==> config.mk <==
export PLATFORM = sky130hd
export DESIGN_NAME = gmii_rx_framer_flat
export DESIGN_NICKNAME = d
export VERILOG_FILES = /design/src/rtl/gmii_rx_framer_if.sv /design/src/rtl/gmii_rx_framer.sv /design/src/flat_wrapper.sv
export SDC_FILE = /design/constraint.sdc
export NUM_CORES = 1
export LEC_CHECK = 0
export ABC_AREA = 1
export BUFFER_PORTS_ARGS = -buffer_cell sky130_fd_sc_hd__buf_4
export CORE_UTILIZATION = 50
export DETAILED_ROUTE_END_ITERATION = 16
export PLACE_DENSITY = 0.74
export SETUP_SLACK_MARGIN = 0.15
export SYNTH_ARGS = -nofsm -noshare
export SYNTH_HDL_FRONTEND = slang
export SYNTH_SLANG_ARGS = --single-unit
==> constraint.sdc <==
create_clock -name rxck_i -period 7.85 [get_ports rxck_i]
set_input_delay 0.785 -clock rxck_i [delete_from_list [all_inputs] [get_ports rxck_i]]
set_output_delay 0.785 -clock rxck_i [all_outputs]
set_load 0.05 [all_outputs]
==> src/rtl/gmii_rx_framer_if.sv <==
// Payload stream from gmii_rx_framer to the UDP/IP parser.
// master: framer side (drives), slave: parser side (receives).
//   data_o   payload byte
//   valid_o  data_o valid, one byte per cycle, no back-pressure
//   sof_o    first payload byte of a frame (with valid_o)
//   eof_o    last payload byte of a frame (with valid_o)
//   crc_ok_o FCS check passed (meaningful with eof_o)
//   err_o    frame bad (meaningful with eof_o)
interface gmii_rx_framer_if;
  logic [7:0] data_o;
  logic       valid_o;
  logic       sof_o;
  logic       eof_o;
  logic       crc_ok_o;
  logic       err_o;

  modport master (output data_o, valid_o, sof_o, eof_o, crc_ok_o, err_o);
  modport slave  (input  data_o, valid_o, sof_o, eof_o, crc_ok_o, err_o);
endinterface

==> src/rtl/gmii_rx_framer.sv <==
// GMII receive framer: strips preamble/SFD, checks the CRC-32 FCS, strips the
// four FCS bytes and streams the payload with sof/eof/error markers.
// Ports:
//   rxck_i      receive clock, sole clock
//   rst_i       asynchronous active-high reset
//   rxd_i       GMII receive byte
//   rxctl_lo_i  RX_DV
//   rxctl_hi_i  RX_DV xor RX_ER
//   pl          payload stream (gmii_rx_framer_if.master)
//   good_cnt_o  frames ended without error (wrapping)
//   bad_cnt_o   frames ended with error (wrapping)
module gmii_rx_framer #(
  parameter int MIN_LEN = 64,
  parameter int MAX_LEN = 1518,
  parameter int CNT_W   = 16
) (
  input  logic             rxck_i,
  input  logic             rst_i,
  input  logic [7:0]       rxd_i,
  input  logic             rxctl_lo_i,
  input  logic             rxctl_hi_i,
  gmii_rx_framer_if.master pl,
  output logic [CNT_W-1:0] good_cnt_o,
  output logic [CNT_W-1:0] bad_cnt_o
);

  localparam logic [10:0] MIN_L   = 11'(MIN_LEN);
  localparam logic [10:0] MAX_L   = 11'(MAX_LEN);
  localparam logic [31:0] RESIDUE = 32'hDEBB20E3;

  typedef enum logic [1:0] {IDLE, PRE, DATA, DROP} state_t;

  state_t      state, state_nx;
  logic        dv, er;
  logic        start, take, fin;
  logic [39:0] pipe;       // newest byte in [7:0], held byte in [39:32]
  logic [31:0] crc;
  logic [10:0] len;
  logic        er_flag;
  logic        crc_hit, len_bad;

  assign dv      = rxctl_lo_i;
  assign er      = rxctl_lo_i ^ rxctl_hi_i;
  assign crc_hit = (crc == RESIDUE);
  assign len_bad = (len < MIN_L) || (len > MAX_L);

  function automatic logic [31:0] crc_step(input logic [31:0] c, input logic [7:0] d);
    logic [31:0] r;
    r = c;
    for (int unsigned i = 0; i < 8; i++)
      r = (r[0] ^ d[i]) ? ((r >> 1) ^ 32'hEDB88320) : (r >> 1);
    return r;
  endfunction

  always_ff @(posedge rxck_i or posedge rst_i) begin
    if (rst_i) state <= IDLE;
    else       state <= state_nx;
  end

  always_comb begin
    state_nx = state;
    start    = 1'b0;
    take     = 1'b0;
    fin      = 1'b0;
    case (state)
      IDLE: if (dv) state_nx = (rxd_i == 8'h55) ? PRE : DROP;
      PRE: begin
        if (!dv)                  state_nx = IDLE;
        else if (rxd_i == 8'h55)  state_nx = PRE;
        else if (rxd_i == 8'hD5) begin
          state_nx = DATA;
          start    = 1'b1;
        end
        else                      state_nx = DROP;
      end
      DATA: begin
        if (dv) take = 1'b1;
        else begin
          fin      = 1'b1;
          state_nx = IDLE;
        end
      end
      DROP: if (!dv) state_nx = IDLE;
      default: state_nx = IDLE;
    endcase
  end

  // A byte leaves the pipe once five later bytes exist (four FCS + itself),
  // so len (pre-increment) >= 5 marks the held byte as payload.
  always_ff @(posedge rxck_i or posedge rst_i) begin
    if (rst_i) begin
      pipe        <= '0;
      crc         <= '1;
      len         <= '0;
      er_flag     <= 1'b0;
      pl.data_o   <= '0;
      pl.valid_o  <= 1'b0;
      pl.sof_o    <= 1'b0;
      pl.eof_o    <= 1'b0;
      pl.crc_ok_o <= 1'b0;
      pl.err_o    <= 1'b0;
      good_cnt_o  <= '0;
      bad_cnt_o   <= '0;
    end
    else begin
      pl.valid_o  <= 1'b0;
      pl.sof_o    <= 1'b0;
      pl.eof_o    <= 1'b0;
      pl.crc_ok_o <= 1'b0;
      pl.err_o    <= 1'b0;

      if (pl.eof_o) begin
        if (pl.err_o) bad_cnt_o  <= bad_cnt_o + CNT_W'(1);
        else          good_cnt_o <= good_cnt_o + CNT_W'(1);
      end

      if (start) begin
        crc     <= '1;
        len     <= '0;
        er_flag <= 1'b0;
      end

      if (take) begin
        pipe <= {pipe[31:0], rxd_i};
        crc  <= crc_step(crc, rxd_i);
        if (len != '1) len <= len + 11'd1;
        if (er) er_flag <= 1'b1;
        if (len >= 11'd5) begin
          pl.data_o  <= pipe[39:32];
          pl.valid_o <= 1'b1;
          pl.sof_o   <= (len == 11'd5);
        end
      end

      // Last payload byte is still in the hold slot when dv drops.
      if (fin && len >= 11'd5) begin
        pl.data_o   <= pipe[39:32];
        pl.valid_o  <= 1'b1;
        pl.sof_o    <= (len == 11'd5);
        pl.eof_o    <= 1'b1;
        pl.crc_ok_o <= crc_hit;
        pl.err_o    <= er_flag | ~crc_hit | len_bad;
      end
    end
  end

endmodule

==> src/flat_wrapper.sv <==
// flat-port wrapper written by rule: the top's interface ports become plain ports
module gmii_rx_framer_flat 
#(
  parameter int MIN_LEN = 64,
  parameter int MAX_LEN = 1518,
  parameter int CNT_W   = 16
)
  (rxck_i, rst_i, rxd_i, rxctl_lo_i, rxctl_hi_i, good_cnt_o, bad_cnt_o, pl_data_o, pl_valid_o, pl_sof_o, pl_eof_o, pl_crc_ok_o, pl_err_o);
  gmii_rx_framer_if pl_i ();
  input  logic rxck_i;
  input  logic rst_i;
  input  logic [7:0] rxd_i;
  input  logic rxctl_lo_i;
  input  logic rxctl_hi_i;
  output logic [CNT_W-1:0] good_cnt_o;
  output logic [CNT_W-1:0] bad_cnt_o;
  output wire logic [$bits(pl_i.data_o)-1:0] pl_data_o;
  output wire logic [$bits(pl_i.valid_o)-1:0] pl_valid_o;
  output wire logic [$bits(pl_i.sof_o)-1:0] pl_sof_o;
  output wire logic [$bits(pl_i.eof_o)-1:0] pl_eof_o;
  output wire logic [$bits(pl_i.crc_ok_o)-1:0] pl_crc_ok_o;
  output wire logic [$bits(pl_i.err_o)-1:0] pl_err_o;
  assign pl_data_o = pl_i.data_o;
  assign pl_valid_o = pl_i.valid_o;
  assign pl_sof_o = pl_i.sof_o;
  assign pl_eof_o = pl_i.eof_o;
  assign pl_crc_ok_o = pl_i.crc_ok_o;
  assign pl_err_o = pl_i.err_o;
  gmii_rx_framer #(.MIN_LEN(MIN_LEN), .MAX_LEN(MAX_LEN), .CNT_W(CNT_W)) u_core (.rxck_i(rxck_i), .rst_i(rst_i), .rxd_i(rxd_i), .rxctl_lo_i(rxctl_lo_i), .rxctl_hi_i(rxctl_hi_i), .pl(pl_i), .good_cnt_o(good_cnt_o), .bad_cnt_o(bad_cnt_o));
endmodule
======== Word-level counts from Yosys, hierarchy flattened ========
Index checks and enable logic that the tools add are counted.
word-level totals
  word-level logic and storage cells ...... 104
  flip-flop bits (word level) ............. 131
operators by class
  magnitude comparators ................... 3
  $add $sub $neg .......................... 3
  multiplexer cells ....................... 43
  bitwise gates (word level) .............. 21
  reductions and logical operators ........ 11
  equal/unequal tests ..................... 10
operator list
  kind                   number
  $mux 32                10
  $not 13->14            8
  $mux 11                3
  $add 16x1->16 const B  2
  $eq 32x32->1 const B   1
  $mux 8                 3
  $mux 1                 21
  $add 11x1->11 const B  1
  $eq 11x3->1 const B    1
  $ge 11x3->1 const B    1
  $gt 11x11->1 const B   1
  $lt 11x7->1 const B    1
  $ne 11x11->1 const B   1
  $mux 2                 5
  $xor 1x1->1            9
  $eq 8x7->1 const B     1
  $eq 8x8->1 const B     1
  $reduce_and 2->1       4
  $pmux 2 s3             1
  $reduce_bool 2->1      3
  $eq 2x2->1 const B     2
  $ne 2x2->1 const B     2
  $eq 2x1->1 const B     1
  $logic_not 2->1        1
  other kinds (5)        7

======== Logic depth before layout (Yosys ltp) ========
Gate-level depths: netlist of run 1.
  depth in word-level cells ............... 17
  gate-level depth with buffers ........... 14

======== Worst setup path before layout of run 1 ========
No wires, ideal clock.
  path kind ............................... reg2reg
  start ................................... reg u_core.good_cnt_o[0]
  end ..................................... reg u_core.good_cnt_o[12]
  path slack .............................. 5.895 ns
  stages on the path, launching flop included .. 11
  arrival time ............................ 1.874 ns
  library setup time ...................... 0.082 ns
  path buffers ............................ 0
  cells stage by stage .................... dfrtp_1 -> ha_1 -> nand3_1 -> nor2_4 -> nand2_1 -> nor2_2 -> nand3_1 -> nor2_1 -> nand2_1 -> nor2_1 -> xor2_1
on the way
  word-level cells in the longest chain between the ends .. 1
ends and longest elaborated chain
  item                    RTL line               source
  start, declared         gmii_rx_framer.sv:23   output logic [CNT_W-1:0] good_cnt_o,
  start signal, assigned  gmii_rx_framer.sv:114  else good_cnt_o <= good_cnt_o + CNT_W'(1);
  $add 16x1->16           gmii_rx_framer.sv:114
Every way passes these cells.
A chain may end at the register's enable or synchronous reset.

======== Worst setup path in the final report of run 1 ========
  start ................................... reg u_core.state[0]
  end ..................................... reg u_core.len[5]
on the way
  word-level cells in the longest chain between the ends .. 5
ends and longest elaborated chain
  item                    RTL line               source
  start, declared         gmii_rx_framer.sv:33   state_t state, state_nx;
  start signal, assigned  gmii_rx_framer.sv:57   else state <= state_nx;
  $eq 2x1->1              gmii_rx_framer.sv:65   case (state)
  $mux 1                  gmii_rx_framer.sv:65
  $mux 11                 gmii_rx_framer.sv:117  if (start) begin
  $mux 11                 gmii_rx_framer.sv:126  if (len != '1) len <= len + 11'd1;
  $mux 11 (*)             gmii_rx_framer.sv:123  if (take) begin
  end signal, assigned    gmii_rx_framer.sv:126
  end, declared           gmii_rx_framer.sv:38   logic [10:0] len;
Mark *: on every way between the ends. The rest lies on a longest branch, timed or not.

==> impl_metrics.env, run 1 <==
export IMPL_start_util=0.5138
export IMPL_synthMuxAreaShare=0.001655
export IMPL_first_iter_violations=371
export IMPL_grt_use_met1=0.3004
export IMPL_yosysWarningCount=0
export IMPL_cts_tree="yes"
export IMPL_cp_cell_sequence="nor2_1, inv_1, nor2_4, buf_4, nand2_2, inv_2, nand2_2, o21ai_0, inv_1"
export IMPL_outcome="finished clean"
export IMPL_synth_compound_area_frac=0.08477
export IMPL_synth_seq_area_share=0.4877
export IMPL_pwr_share_seq=0.368
export IMPL_swShare=0.3922
export IMPL_worst_pin_slew_ns=0.8830
export IMPL_grt_max_degree=73
export IMPL_cts_path_max_buffers=2
export IMPL_wire_per_inst_um=13.55
export IMPL_final_nets=898
export IMPL_synth_top_family_by_area="simple AND/OR/NAND/NOR gates"
export IMPL_slowest_stage="buf_4"
export IMPL_syn_area_per_cell_sq_um=8.277
export IMPL_clkSinkCount=131
export IMPL_max_slew_margin_rel=0.4113
export IMPL_globalRouteOverflowTotal=0
export IMPL_rsz0062_at_grt="no"
export IMPL_die_area_sq_um=14080
export IMPL_synth_ff_type="dfrtp_1"
export IMPL_post_cts_resized=0
export IMPL_drc_errors=0
export IMPL_num_rows=42
export IMPL_synthXorXnorAreaFrac=0.08955
export IMPL_pin_count=57
export IMPL_clockPowerShare=0.264
export IMPL_power_density_nw_per_um2=356.7
export IMPL_antenna_cells=0
export IMPL_core_area_sq_um=13240
export IMPL_fin_area_sq_um=7908
export IMPL_finalWirelength_um=14470
export IMPL_synth_fp_nets=839
export IMPL_drtAntennaViolNets=0
export IMPL_dp_slack_ns=5.313
export IMPL_hold_viol=0
export IMPL_ir_drop_v=0.0002753
export IMPL_synth_cell_types=40
export IMPL_p_comb_frac=0.369
export IMPL_drive_above_1_share=0.1872
export IMPL_cpPeakStageDelay_ns=0.51
export IMPL_drt_vias_per_instance=5.063
export IMPL_clock_latency_ns=0.42
export IMPL_synthCells=822
export IMPL_synth_fa_ha_area_frac=0.009195
export IMPL_setup_worst_path_start_class="flop"
export IMPL_die_y_um=118.7
export IMPL_syn2layout_area_growth_pct=16.22
export IMPL_cts_buffers=17
export IMPL_async_flop_share=1.000
export IMPL_final_setup_tns_ns=0
export IMPL_max_freq_mhz=471.2
export IMPL_nFillCells=1155
export IMPL_post_cts_buffers=0
export IMPL_fin_skew_ns=0.009117
export IMPL_antenna_found_initial=0
export IMPL_cts_root_buf="clkbuf_16"
export IMPL_hold_class="reg2reg"
export IMPL_slew_viol_final=0
export IMPL_globalRouteMet3Util=0.05743
export IMPL_cts_htree_levels=4
export IMPL_worstPathRequired_ns=8.16
export IMPL_grt_pass1_wl_um=24770
export IMPL_finalCritPeriodShare=0.2703
export IMPL_p_leak_nw=4.002
export IMPL_hpwl_um=9753
export IMPL_cts_hold_buf=0
export IMPL_synth_area_sq_um=6804
export IMPL_vias=5407
export IMPL_first_pass_iters=5
export IMPL_crit_arrival_ns=2.43
export IMPL_period_needed_ns=2.122
export IMPL_grt_util_met2=0.3527
export IMPL_path_max_fanout=64
export IMPL_die_x_um=118.7
export IMPL_gp_congestion=0.9175
export IMPL_grt_busiest_layer="met2"
export IMPL_grt_usage=0.2230
export IMPL_cap_violations=0
export IMPL_synth_edff_count=0
export IMPL_setup_violations=0
export IMPL_worstSetupPathType="reg2reg"
export IMPL_cts_reportedPaths_clkPinSlew_ns=0.05
export IMPL_yosys_area_share_simple=0.2361
export IMPL_internal_power_mw=1.714
export IMPL_power_switching_mw=1.106
export IMPL_fin_ws_ns=5.728
export IMPL_cp_end_kind="flop"
export IMPL_ys_ff_latch=131
export IMPL_first_global_vias=5182
export IMPL_port_buffers=56
export IMPL_place_area_sq_um=7357
-- cells by family after synthesis --
logic type      after synthesis
compound gates              110
fa+ha+maj                     5
flops                       131
buf+inv                     152
simple gates                359
xor+xnor                     64
mux                           1
-- per-layer routing --
metal / vias to the layer above / routed length (um)
li1: 2693 / -
met1: 2540 / 6643
met2: 154 / 6801
met3: 20 / 818
met4: 0 / 210
met5: - / 0
-- layout make-up --
type	count	area, sq um	area share
Tap cell	176	220.2	0.02785
Sequential cell	131	3318	0.4196
Multi-Input combinational cell	539	2874	0.3635
Clock inverter	9	110.1	0.01392
Clock buffer	21	440.4	0.05570
Timing Repair Buffer	59	442.9	0.05601
Inverter	133	501.7	0.06345
-- critical path, delay by kind of cell, from the launching register on --
| kind | cells | cell delay (ns) |
|---|---|---|
| buffers and inverters | 4 | 0.85 |
| and+or+nand+nor | 4 | 0.61 |
| DFF | 1 | 0.38 |
| AOI/OAI and AO/OA | 1 | 0.15 |
-- Yosys cell counts, types with 2 or more instances --
cell type  instances  area [sq um]
nand2_2           21         131.4
nor2_4             2         22.52
inv_2              5         18.77
nand2_4            2         22.52
nor3_1             8         40.04
nor2_1            37         138.9
nor4_1             4         25.02
buf_2             12         60.06
o31ai_1            3         22.52
ha_1               5         62.56
or2_2              4         25.02
nand2_1          211         792.0
o22ai_1            7         43.79
xnor2_1           15         131.4
nand3_1           47         235.2
nor2_2             3         18.77
o21ai_0           72         360.4
xor2_1            44         385.4
a21oi_1           24         120.1
buf_6              4         45.04
nor3_2             2         20.02
inv_1            128         480.5
nand4_1           13         81.33
clkbuf_1           2         7.510
dfrtp_1           99          2477
xor2_2             3         48.80
dfstp_2           32         840.8
-- metrics by stage --
step / cells / utilization / power (mW) / hold WS (ns)
floorplan: 822 / - / 1.831 / 0.4402
global placement: 1038 / 0.5556 / 2.038 / 0.4535
detailed placement: 1038 / 0.5556 / 2.070 / 0.4588
CTS: 1068 / 0.5971 / 2.831 / 0.4736
global route: 1068 / 0.5971 / 3.017 / 0.4916
finish: 1068 / 0.5971 / 2.821 / 0.4697
-- power by group through the flow --
stage	Clock [mW]	Sequential (mW)	Combinational [mW]
after floorplan	0	1.12	0.714
after global placement	0	1.04	1.00
after detailed placement	0	1.04	1.03
after CTS	0.757	1.04	1.04
after global routing	0.788	1.06	1.17
final	0.744	1.04	1.04
-- registers in the layout (all words and copies together) (netlist names) --
register            cells
u_core.good_cnt_o      16
u_core.pl.err_o         1
u_core.pipe            40
u_core.pl.sof_o         1
u_core.state            2
u_core.bad_cnt_o       16
u_core.len             11
u_core.er_flag          1
u_core.pl.eof_o         1
u_core.pl.crc_ok_o      1
u_core.crc             32
u_core.pl.data_o        8
u_core.pl.valid_o       1
-- final timing paths --
path,endpoint,cells after the start,start,slack (ns)
worst max-delay path,u_core.len[5],9,u_core.state[0],5.73
worst min-delay path,u_core.pipe[28],2,u_core.pipe[28],0.47
worst max register to register,u_core.len[5],9,u_core.state[0],5.73
worst min register to register,u_core.pipe[28],2,u_core.pipe[28],0.47
max in group asynchronous,u_core.pipe[22],3,rst_i,5.98
min in group asynchronous,u_core.pl.data_o[2],2,rst_i,0.51
-- layout by cell type, fill, tap and decap left out, types with 5 or more instances in the layout --
cell / count
ha_1: 5
xor2_1: 44
o22ai_1: 7
nand2_2: 21
inv_1: 127
xnor2_1: 15
dfstp_2: 32
clkbuf_16: 17
o21ai_0: 72
nor2_1: 36
a21oi_1: 24
inv_2: 5
nand2_1: 211
dfrtp_1: 99
buf_4: 59
nor3_1: 8
nand4_1: 13
nand3_1: 47
Note: power is estimated with default switching activity, not from simulation.
==> run 2: changes to the inputs <==
Settings changed: PLACE_DENSITY 0.74 to 0.76.
Clock period 7.85 ns to 1.8 ns, I/O delays scaled along.
==> run 2 against run 1 <==
Net effect:
- fmax rose by 19%
- power rose to 5.4 times the previous value
- clock power grew to 4.9 times the previous value
- critical path depth rose by 1
- largest cell class is now multi-input combinational cells
==> impl_metrics.env, run 2 (synthesized netlist as in run 1, its figures left out) <==
export IMPL_outcome="finished clean"
export IMPL_pin_count=57
export IMPL_min_path_cells=3
export IMPL_drt_vias_per_instance=5.320
export IMPL_largest_reg_flops=40
export IMPL_ir_drop_v=0.001104
export IMPL_first_iter_violations=473
export IMPL_reg2reg_slack_ns=0.01
export IMPL_setup_worst_path_start_class="flop"
export IMPL_grt_usage=0.2296
export IMPL_power_density_nw_per_um2=1644
export IMPL_final_nets=966
export IMPL_cts_htree_levels=4
export IMPL_slew_viol_final=0
export IMPL_globalRouteOverflowTotal=0
export IMPL_crit_arrival_ns=2.14
export IMPL_hp_start="rxd_i[7]"
export IMPL_first_pass_iters=5
export IMPL_reg_top3="u_core.pipe (40), u_core.crc (32)"
export IMPL_final_cell_mix="159 x nand2_1, 113 x inv_1, 109 x buf_4"
export IMPL_clock_latency_ns=0.42
export IMPL_pwr_share_seq=0.306
export IMPL_start_util=0.5138
export IMPL_hpwl_um=10710
export IMPL_cp_end_kind="flop"
export IMPL_p_leak_nw=4.637
export IMPL_gp_congestion=0.9310
export IMPL_clkSinkCount=131
export IMPL_worstPathRequired_ns=2.16
export IMPL_drc_errors=0
export IMPL_grt_util_met2=0.3648
export IMPL_num_rows=42
export IMPL_layout_commonest_cell="nand2_1"
export IMPL_internal_power_mw=9.081
export IMPL_worst_pin_slew_ns=0.4623
export IMPL_drive_above_1_share=0.3721
export IMPL_fin_area_sq_um=9300
export IMPL_r2r_start="u_core.crc[1]"
export IMPL_cts_root_buf="clkbuf_16"
export IMPL_grt_use_met1=0.3082
export IMPL_power_switching_mw=6.204
export IMPL_reg2reg_to="u_core.crc[20]"
export IMPL_die_x_um=118.7
export IMPL_hold_class="in2reg"
export IMPL_setup_violations=0
export IMPL_cap_violations=0
export IMPL_die_y_um=118.7
export IMPL_fin_skew_ns=0.007256
export IMPL_port_buffers=56
export IMPL_grt_max_degree=46
export IMPL_antenna_found_initial=0
export IMPL_cts_buffers=17
export IMPL_swShare=0.4059
export IMPL_path_max_fanout=8
export IMPL_globalRouteMet3Util=0.05647
export IMPL_finalWirelength_um=17940
export IMPL_vias=6054
export IMPL_cts_tree="yes"
export IMPL_core_area_sq_um=13240
export IMPL_rsz0062_at_grt="yes"
export IMPL_cts_path_max_buffers=2
export IMPL_final_cells=1138
export IMPL_drtAntennaViolNets=0
export IMPL_worstSetupPathType="reg2reg"
export IMPL_final_util=0.7023
export IMPL_p_comb_frac=0.454
export IMPL_first_global_vias=5312
export IMPL_finalCritPeriodShare=0.9922
export IMPL_wire_per_inst_um=15.76
export IMPL_max_freq_mhz=559.9
export IMPL_place_inst=1067
export IMPL_period_needed_ns=1.786
export IMPL_place_area_sq_um=7690
export IMPL_clockPowerShare=0.240
export IMPL_die_area_sq_um=14080
export IMPL_grt_pass1_wl_um=25450
export IMPL_hold_end="u_core.pipe[7]"
export IMPL_max_slew_margin_rel=0.6894
export IMPL_syn2layout_area_growth_pct=36.69
export IMPL_cts_reportedPaths_clkPinSlew_ns=0.06
export IMPL_grt_busiest_layer="met2"
export IMPL_antenna_cells=0
export IMPL_top_register="u_core.pipe"
export IMPL_hold_viol=0
export IMPL_reg2reg_depth=10
run 2: worst max path at each step:
stage,end,slack (ns),startpoint
floorplan,u_core.bad_cnt_o[0],-0.11,rst_i
global placement,u_core.crc[20],0.06,u_core.crc[0]
detailed placement,u_core.crc[20],0.03,u_core.crc[1]
CTS,u_core.crc[17],0.14,u_core.crc[3]
global route,u_core.crc[20],-0.10,u_core.crc[1]
finish,u_core.crc[20],0.01,u_core.crc[1]
run 2: power groups by stage:
stage | Combinational, mW | Sequential, mW | Clock, mW
6_report | 6.94 | 4.68 | 3.67
2_1_floorplan | 3.14 | 4.91 | 0
4_1_cts | 5.15 | 4.58 | 3.71
3_5_place_dp | 4.80 | 4.62 | 0
3_3_place_gp | 4.70 | 4.59 | 0
5_1_grt | 7.40 | 4.76 | 3.85
run 2: critical path, cell delays in order (launching register included):
cell and delay, ns:
dfstp_2 0.60, inv_2 0.07, nand2_4 0.08, nand2_8 0.11, buf_4 0.17, xor2_1 0.24
inv_1 0.09, nand3_1 0.10, nand3_1 0.10, nand2_1 0.09, inv_1 0.04
run 2: layer usage:
metal	share of wire	wire [um]
met1	0.40	7257
met2	0.49	8877
met3	0.063	1128
met4	0.038	674
met5	0	0
run 2: repair_timing:
| item | CTS | global route |
|---|---|---|
| pin swaps | 8 | 56 |
| resized for setup | 22 | 154 |
| hold buffers | 3 | 0 |
| setup endpoints to repair | 26 | 50 |
| setup buffers | 11 | 25 |
| endpoints found under the hold margin | 15 | 0 |
run 2: area by class of cell:
type	count	area, sq um
Fill cell	902	3943
Multi-Input combinational cell	539	3543
Sequential cell	131	3333
Timing Repair Buffer	127	1074
Inverter	133	503.0
Clock buffer	21	450.4
Tap cell	176	220.2
Clock inverter	11	176.4
run 2: per-stage QoR:
step / TNS, ns / total power [mW] / hold slack, ns / setup WS [ns]
2_1_floorplan: -1.260 / 8.051 / 0.2626 / -0.1146
3_3_place_gp: 0 / 9.292 / 0.2121 / 0.06096
3_5_place_dp: 0 / 9.423 / 0.2121 / 0.03429
4_1_cts: 0 / 13.44 / 0.02630 / 0.1362
5_1_grt: -0.1780 / 16.01 / 0.04827 / -0.1031
6_report: 0 / 15.29 / 0.03480 / 0.01403
==> run 3: changes to the inputs <==
Settings changed: RECOVER_POWER set to 50.
==> run 3 against run 2 <==
Net effect:
- the flow now finishes with violations (negative setup slack)
- final cell count unchanged
- via count shrank 0.20%
- sequential cell count did not move
- clock skew barely moved
- fmax down 0.83%
- wire length is 0.16% lower
- setup slack worse by 0.015 ns
- combinational power about the same
- largest power group unchanged
==> impl_metrics.env, run 3 (synthesized netlist as in run 1, its figures left out) <==
export IMPL_clockPowerShare=0.240
export IMPL_finalCritPeriodShare=1.000
export IMPL_ir_drop_v=0.001105
export IMPL_first_iter_violations=527
export IMPL_pwr_share_seq=0.306
export IMPL_reg_top3="u_core.pipe (40), u_core.crc (32)"
export IMPL_wire_per_inst_um=15.74
export IMPL_nFillCells=916
export IMPL_power_switching_mw=6.196
export IMPL_syn2layout_area_growth_pct=35.64
export IMPL_finalWirelength_um=17910
export IMPL_multi_input_area_sq_um=3531
export IMPL_outcome="complete, but fails checks"
export IMPL_antenna_cells=0
export IMPL_max_slew_margin_rel=0.5064
export IMPL_num_rows=42
export IMPL_clock_latency_ns=0.42
export IMPL_setup_worst_path_start_class="flop"
export IMPL_grt_usage=0.2296
export IMPL_gp_congestion=0.9310
export IMPL_hold_class="in2reg"
export IMPL_worst_pin_slew_ns=0.7363
export IMPL_hold_viol=0
export IMPL_worstSetupPathType="reg2reg"
export IMPL_grt_pass1_wl_um=25450
export IMPL_cts_root_buf="clkbuf_16"
export IMPL_die_y_um=118.7
export IMPL_cp_end_kind="flop"
export IMPL_die_area_sq_um=14080
export IMPL_layout_commonest_cell="nand2_1"
export IMPL_clkSinkCount=131
export IMPL_period_needed_ns=1.801
export IMPL_drtAntennaViolNets=0
export IMPL_top_register="u_core.pipe"
export IMPL_first_global_vias=5312
export IMPL_final_cell_mix="162 x nand2_1, 114 x inv_1, 99 x buf_4"
export IMPL_hpwl_um=10710
export IMPL_largest_reg_flops=40
export IMPL_globalRouteOverflowTotal=0
export IMPL_vias=6042
export IMPL_port_buffers=56
export IMPL_cap_violations=0
export IMPL_cts_reportedPaths_clkPinSlew_ns=0.06
export IMPL_crit_buf_inv=4
export IMPL_fin_skew_ns=0.006906
export IMPL_violations="negative setup slack"
export IMPL_rsz0062_at_grt="yes"
export IMPL_cts_tree="yes"
export IMPL_antenna_found_initial=0
export IMPL_slew_viol_final=0
export IMPL_path_max_fanout=8
export IMPL_internal_power_mw=9.051
export IMPL_power_density_nw_per_um2=1652
export IMPL_max_freq_mhz=555.3
export IMPL_crit_arrival_ns=2.16
export IMPL_drive_above_1_share=0.3586
export IMPL_cts_path_max_buffers=2
export IMPL_die_x_um=118.7
export IMPL_worstPathRequired_ns=2.15
export IMPL_pin_count=57
export IMPL_final_util=0.6969
export IMPL_place_area_sq_um=7690
export IMPL_final_nets=966
export IMPL_fin_area_sq_um=9229
export IMPL_p_comb_frac=0.453
export IMPL_p_leak_nw=4.590
export IMPL_setup_violations=1
export IMPL_fin_ws_ns=-0.0008513
export IMPL_regArea_sq_um=3332
export IMPL_cts_htree_levels=4
export IMPL_drt_vias_per_instance=5.309
export IMPL_first_pass_iters=5
export IMPL_drc_errors=0
export IMPL_cts_buffers=17
export IMPL_core_area_sq_um=13240
export IMPL_cp_cell_sequence="inv_2, nand2_4, nand2_8, buf_4, xor2_1, inv_1, nand3_1, nand3_1, nand2_1, inv_1"
export IMPL_cpPeakStageDelay_ns=0.60
export IMPL_path_delay_family="flip-flops"
export IMPL_swShare=0.4064
export IMPL_grt_max_degree=46
export IMPL_start_util=0.5138
export IMPL_slowest_stage="dfstp_2"
run 3: metal layers:
metal	vias to the layer above	global-route usage	share of wire
met5	-	0	0
met4	0	0.07358	0.035
met3	65	0.05647	0.062
met2	263	0.3648	0.50
met1	2896	0.3082	0.40
li1	2818	-	-
run 3: what timing repair did:
| action | 4_1_cts | 5_1_grt |
|---|---|---|
| hold endpoints to repair | 15 | 0 |
| pin swaps | 8 | 56 |
| gates resized for setup | 22 | 154 |
| endpoints found under the setup margin | 26 | 50 |
| buffers inserted | 11 | 25 |
| hold buffers | 3 | 0 |
run 3: final timing paths:
path / depth (start not counted) / end / start / slack [ns]
worst min register to register: 1 / u_core.bad_cnt_o[15] / u_core.bad_cnt_o[15] / 0.47
min in group asynchronous: 3 / u_core.good_cnt_o[4] / rst_i / 0.40
max in group asynchronous: 4 / u_core.pipe[2] / rst_i / 0.32
worst max register to register: 10 / u_core.crc[20] / u_core.crc[1] / -0.0009
worst max-delay path: 10 / u_core.crc[20] / u_core.crc[1] / -0.0009
worst min-delay path: 3 / u_core.pipe[7] / rxd_i[7] / 0.04
run 3: per-stage QoR:
step           worst slack (ns)  setup TNS (ns)  hold WS [ns]  cells  total power, mW
2_1_floorplan           -0.1146          -1.260        0.2626    822            8.051
3_3_place_gp            0.06096               0        0.2121   1067            9.292
3_5_place_dp            0.03429               0        0.2121   1067            9.423
4_1_cts                  0.1362               0       0.02630   1113            13.44
5_1_grt                 -0.1031         -0.1793       0.04827   1138            15.98
6_report             -0.0008513      -0.0008513       0.03766   1138            15.25
run 3: worst min-delay path, cell delays in order:
cell and delay [ns]:
buf_4 0.12, nand2_1 0.05, o21ai_0 0.06
run 3: area by class of cell:
class	instances	area share
Clock inverter	11	0.01912
Sequential cell	131	0.3610
Timing Repair Buffer	127	0.1104
Clock buffer	21	0.04881
Multi-Input combinational cell	539	0.3826
Inverter	133	0.05423
Tap cell	176	0.02386
run 3: power by group through the flow:
stage	combinational [mW]	clock (mW)	sequential, mW
after floorplan	3.14	0	4.91
after global placement	4.70	0	4.59
after detailed placement	4.80	0	4.62
after CTS	5.15	3.71	4.58
after global routing	7.37	3.85	4.76
final	6.91	3.66	4.67
